File: src/rtl/ofifo_drain_ctrl.sv
// Drains completed partial-sum rows from the output FIFO into consecutive psum SRAM words.
// Optional feature macro: OFIFO_DRAIN_ACCUM_EN adds read-modify-write accumulation (acc=1 jobs).
module ofifo_drain_ctrl #(
  parameter int col     = 8,
  parameter int psum_bw = 16,
  parameter int addr_w  = 11
) (
  input  logic                   clk,
  input  logic                   reset,
  input  logic                   start,
  input  logic [addr_w-1:0]      len,
  input  logic [addr_w-1:0]      base_addr,
  input  logic                   acc,
  input  logic                   ofifo_valid,
  input  logic [col*psum_bw-1:0] ofifo_out,
  output logic                   ofifo_rd,
  output logic                   sram_cen,
  output logic                   sram_wen,
  output logic [addr_w-1:0]      sram_a,
  output logic [col*psum_bw-1:0] sram_d,
  input  logic [col*psum_bw-1:0] sram_q,
  output logic                   busy,
  output logic                   done
);
  localparam int row_w = col * psum_bw;
  localparam logic [addr_w-1:0] one_a = addr_w'(1);

  typedef enum logic [2:0] {IDLE, CHECK, POPWAIT, MEMRD, WRITE, DONE} state_t;
  state_t state_reg, state_next;

  logic [addr_w-1:0] addr_reg, cnt_reg;
  logic [row_w-1:0]  r_reg, sram_d_reg, sram_d_next;
  logic [addr_w-1:0] sram_a_next;
  logic              ofifo_rd_next, sram_cen_next, sram_wen_next, busy_next, done_next;
  logic              acc_mode, job_load;

  assign job_load = (state_reg == IDLE) && start;

`ifdef OFIFO_DRAIN_ACCUM_EN
  logic             acc_reg;
  logic [row_w-1:0] sum_row;

  always_ff @(posedge clk or negedge reset) begin
    if (!reset)        acc_reg <= 1'b0;
    else if (job_load) acc_reg <= acc;
  end
  assign acc_mode = acc_reg;

  for (genvar gi = 0; gi < col; gi++) begin : g_lane
    assign sum_row[gi*psum_bw +: psum_bw] = r_reg[gi*psum_bw +: psum_bw] + sram_q[gi*psum_bw +: psum_bw];
  end

  // sram_q only arrives during WRITE, so the sum bypasses the data register for that cycle
  assign sram_d = ((state_reg == WRITE) && acc_mode) ? sum_row : sram_d_reg;
`else
  logic unused_inputs;
  assign unused_inputs = ^{acc, sram_q};
  assign acc_mode      = 1'b0;
  assign sram_d        = sram_d_reg;
`endif

  always_ff @(posedge clk or negedge reset) begin
    if (!reset) state_reg <= IDLE;
    else        state_reg <= state_next;
  end

  always_ff @(posedge clk or negedge reset) begin
    if (!reset) begin
      addr_reg <= '0;
      cnt_reg  <= '0;
      r_reg    <= '0;
    end else begin
      if (job_load && (len != '0)) begin
        addr_reg <= base_addr;
        cnt_reg  <= len;
      end else if (state_reg == WRITE) begin
        addr_reg <= addr_reg + one_a;
        cnt_reg  <= cnt_reg - one_a;
      end
      if ((state_reg == CHECK) && ofifo_valid) r_reg <= ofifo_out;
    end
  end

  always_comb begin
    state_next = state_reg;
    case (state_reg)
      IDLE:    if (start) state_next = (len == '0) ? DONE : CHECK;
      CHECK:   if (ofifo_valid) state_next = POPWAIT;
      POPWAIT: state_next = acc_mode ? MEMRD : WRITE;
`ifdef OFIFO_DRAIN_ACCUM_EN
      MEMRD:   state_next = WRITE;
`endif
      WRITE:   state_next = (cnt_reg == one_a) ? DONE : CHECK;
      // a zero-length job idles one silent cycle here so done lands two cycles after start
      DONE:    state_next = done ? IDLE : DONE;
      default: state_next = IDLE;
    endcase
  end

  // Outputs are registered from the next state so they line up with the state they belong to.
  always_comb begin
    ofifo_rd_next = (state_next == POPWAIT);
    sram_cen_next = !((state_next == MEMRD) || (state_next == WRITE));
    sram_wen_next = (state_next != WRITE);
    sram_a_next   = sram_cen_next ? sram_a : addr_reg;
    sram_d_next   = sram_d_reg;
    if ((state_reg == POPWAIT) && (state_next == WRITE)) sram_d_next = r_reg;
`ifdef OFIFO_DRAIN_ACCUM_EN
    if ((state_reg == WRITE) && acc_mode) sram_d_next = sum_row;
`endif
    busy_next = (state_next != IDLE);
    done_next = (state_next == DONE) && (state_reg != IDLE);
  end

  always_ff @(posedge clk or negedge reset) begin
    if (!reset) begin
      ofifo_rd   <= 1'b0;
      sram_cen   <= 1'b1;
      sram_wen   <= 1'b1;
      sram_a     <= '0;
      sram_d_reg <= '0;
      busy       <= 1'b0;
      done       <= 1'b0;
    end else begin
      ofifo_rd   <= ofifo_rd_next;
      sram_cen   <= sram_cen_next;
      sram_wen   <= sram_wen_next;
      sram_a     <= sram_a_next;
      sram_d_reg <= sram_d_next;
      busy       <= busy_next;
      done       <= done_next;
    end
  end
endmodule

File: config.mk
export PLATFORM = sky130hd
export DESIGN_NAME = ofifo_drain_ctrl
export DESIGN_NICKNAME = d
export VERILOG_FILES = /design/src/rtl/ofifo_drain_ctrl.sv
export SDC_FILE = /design/constraint.sdc
export NUM_CORES = 1
export LEC_CHECK = 0
export ABC_CLOCK_PERIOD_IN_PS = 2200
export BUFFER_PORTS_ARGS = -buffer_cell sky130_fd_sc_hd__buf_2
export CORE_AREA = 2 2 168 170
export DETAILED_ROUTE_END_ITERATION = 10
export DIE_AREA = 0 0 170 172
export GPL_TIMING_DRIVEN = 0
export PLACE_DENSITY = 0.72
export SLEW_MARGIN = 20
export SYNTH_ARGS = -nofsm -noshare
export SYNTH_HDL_FRONTEND = slang
export SYNTH_SLANG_ARGS = --single-unit
File: constraint.sdc
create_clock -name clk -period 2.2 [get_ports clk]
set_clock_uncertainty 0.15 [all_clocks]
set_input_delay 0.44 -clock clk [delete_from_list [all_inputs] [get_ports clk]]
set_output_delay 0.44 -clock clk [all_outputs]
set_load 0.05 [all_outputs]
==> flow_summary.json <==
{
  "status": "complete, no violations",
  "num-nets-final": 1664,
  "synthCells": 1023,
  "num_rows": 61,
  "synth_top_area_share_pct": 64.1,
  "hpwl_um": 20200,
  "dieArea_sq_mm": 0.0292,
  "die_width_um": 170,
  "setup_viol": 0,
  "grt_pass1_wl_um": 45800,
  "critPathMaxStageDelay_ns": 0.40,
  "min_path_type": "input pin to flip-flop",
  "grt-ovfl-total": 0,
  "syn_nets": 1309,
  "yosysMostFrequentCell": "nand2_1",
  "async_flop_share_pct": 100,
  "cp_slowest_cell": "dfrtp_1",
  "grt_usage_pct": 19.6,
  "critPathArrivalTime_ns": 2.32,
  "grt_max_degree": 102,
  "wl_per_cell_um": 16.5,
  "ctsHtreeMaxLevel": 2,
  "period_needed_ns": 2.10,
  "ir_worst_vdd_mv": 1.27,
  "worstPathCellList": "buf_2 > and4bb_2 > clkbuf_8 > buf_4 > mux2_2",
  "worstSetupPathType": "flip-flop to flip-flop",
  "fill_cells": 2376,
  "ys.flop_type": "dfrtp_1",
  "synth-seq-cells": 297,
  "cts_tree": "done",
  "cts_buffers": 34,
  "relSlewSlack_pct": 49.0,
  "routed.top_layer": "met4",
  "fin_total_pwr_uw": 26100,
  "gp_congestion": 0.825,
  "fin_cells": 1749,
  "vias": 8619,
  "first_iter_violations": 678,
  "clk_pin_slew_ns": 0.06,
  "required_ns": 2.42,
  "syn_area_sq_mm": 0.0115,
  "power_leakage_uw": 0.00770,
  "fin_tns_setup_ns": 0,
  "r2r-start": "state_reg[0]",
  "portBuffers": 297,
  "met3_wirelength_um": 2300,
  "cts.sinks": 297,
  "slew_viol_final": 0,
  "rr_worst_depth": 5,
  "synth-edff-count": 0,
  "viasPerCell": 4.93,
  "p_per_area_mw_per_mm2": 1740,
  "synth_area_leader_cell": "dfrtp_1",
  "firstDrtPassIters": 4,
  "met1_length_um": 12100,
  "synth_common_cells": "nand2_1, dfrtp_1, mux2_2, clkbuf_1, buf_2",
  "startpoint": "state_reg[0]",
  "hold_depth": 2,
  "worstMarginPinSlew_ns": 0.761,
  "wl_met2_um": 13600,
  "netlist-cell-type-count": 52,
  "pin_count": 427,
  "cts_root_buf": "clkbuf_16",
  "die_y_um": 172,
  "syn_area_per_cell_sq_um": 11.3,
  "crit_path_max_fanout": 10,
  "max_freq_mhz": 477,
  "core-area_sq_mm": 0.0275,
  "clk_latency_ns": 0.50,
  "rsz0062_at_grt": "true",
  "synthTopCellsByArea": "dfrtp_1, nand2_1, mux2_2",
  "yosysSeqAreaShare_pct": 64.6,
  "drive_gt1_share_pct": 38.2,
  "wl_um": 28800,
  "cp.depth": 5,
  "start_kind": "flip-flop",
  "yosysWarnings": 0,
  "hp-start": "ofifo_out[101]",
  "period_share_pct": 95.4,
  "worstSetupEndpointType": "flip-flop",
  "grt_pass1_vias": 8897,
  "critical_path.top_delay_family": "buffers and inverters",
  "drc": 0,
  "maxCapViolCount": 0,
  "ant_nets": 0,
  "critPathBufInv": 3,
  "ctsLongestPathBuffers": 3,
  "hold_viol_final": 0,
  "start_util_pct": 41.9,
  "dp_cells": 1669,
  "antenna_found_initial": 1,
  "syn_to_final_growth_pct": 30.2
}
## final cells by class
cell class                      count  area [sq um]  area share, %
Timing Repair Buffer              320          1770           11.8
Antenna cell                        2          5.00         0.0334
Buffer                             53           284           1.89
Inverter                            4          15.0          0.100
Sequential cell                   297          7430           49.6
Multi-Input combinational cell    668          3850           25.7
Clock inverter                      8           130          0.868
Clock buffer                       51          1070           7.11
Tap cell                          346           433           2.89
## cell usage in the layout (no fill, tap or decap), drive strengths merged, types with 3 or more instances in the layout
cell / instances
o211ai: 4
dlygate4sd3: 18
buf: 321
bufinv: 3
and2: 3
clkinv: 5
or4: 3
clkbuf: 85
and3: 3
mux2: 129
a221o: 5
nor3: 8
nand2: 438
nand4: 3
inv: 4
ha: 3
o21ai: 9
nor2: 6
a211oi: 3
xnor2: 4
xor2: 3
nand3: 10
dfrtp: 295
or3: 3
nor4b: 4
## cells by family (layout without fill, tap and decap cells)
group / Yosys count / after routing / synth area share [%]
compound gates: 35 / 35 / 2.23
mux: 129 / 129 / 12.6
other cells: 0 / 2 / 0
xor+xnor: 7 / 7 / 0.532
flops: 297 / 297 / 64.6
simple gates: 494 / 494 / 17.6
fa+ha+maj: 3 / 3 / 0.326
buf+inv: 58 / 436 / 2.13
## final timing paths
| kind | to | slack, ns |
|---|---|---|
| setup / recovery | r_reg[126] | 0.10 |
| hold / removal | r_reg[101] | 0.02 |
| setup reg to reg | r_reg[126] | 0.10 |
| hold reg to reg | sram_d[69] | 0.31 |
| max in group asynchronous | sram_d[76] | 0.47 |
| min in group asynchronous | cnt_reg[6] | 0.30 |
## routing by layer
layer	track usage, %	vias up
met1	24.8	4211
li1	-	4057
met5	0	-
met4	6.32	0
met3	5.84	65
met2	32.5	286
## per-stage QoR
step | util (%) | setup slack, ns | hold WS [ns] | area (sq um)
finish | 54.6 | 0.102 | 0.0196 | 15000
global route | 54.6 | -0.00161 | 0.00381 | 15000
CTS | 54.4 | 0.00181 | 0.0000195 | 14900
detailed placement | 49.2 | -0.602 | 0.241 | 13500
global placement | 48.9 | -4.99 | 0.291 | 13400
floorplan | - | 0.0844 | -0.00559 | 11500
## repair_timing
action	in CTS	in global routing
hold buffers	17	1
setup buffers	0	2
setup endpoints to repair	250	125
hold endpoints to repair	67	1
gates resized for setup	20	26
pin swaps	0	1
## where the power goes
part / total (uW) / switching [uW] / leakage [uW] / internal [uW]
sequential: 9520 / 1420 / 0.00363 / 8100
combinational: 10700 / 7340 / 0.00348 / 3330
clock: 5910 / 2210 / 0.000594 / 3700
Note: power is estimated with default switching activity, not from simulation.
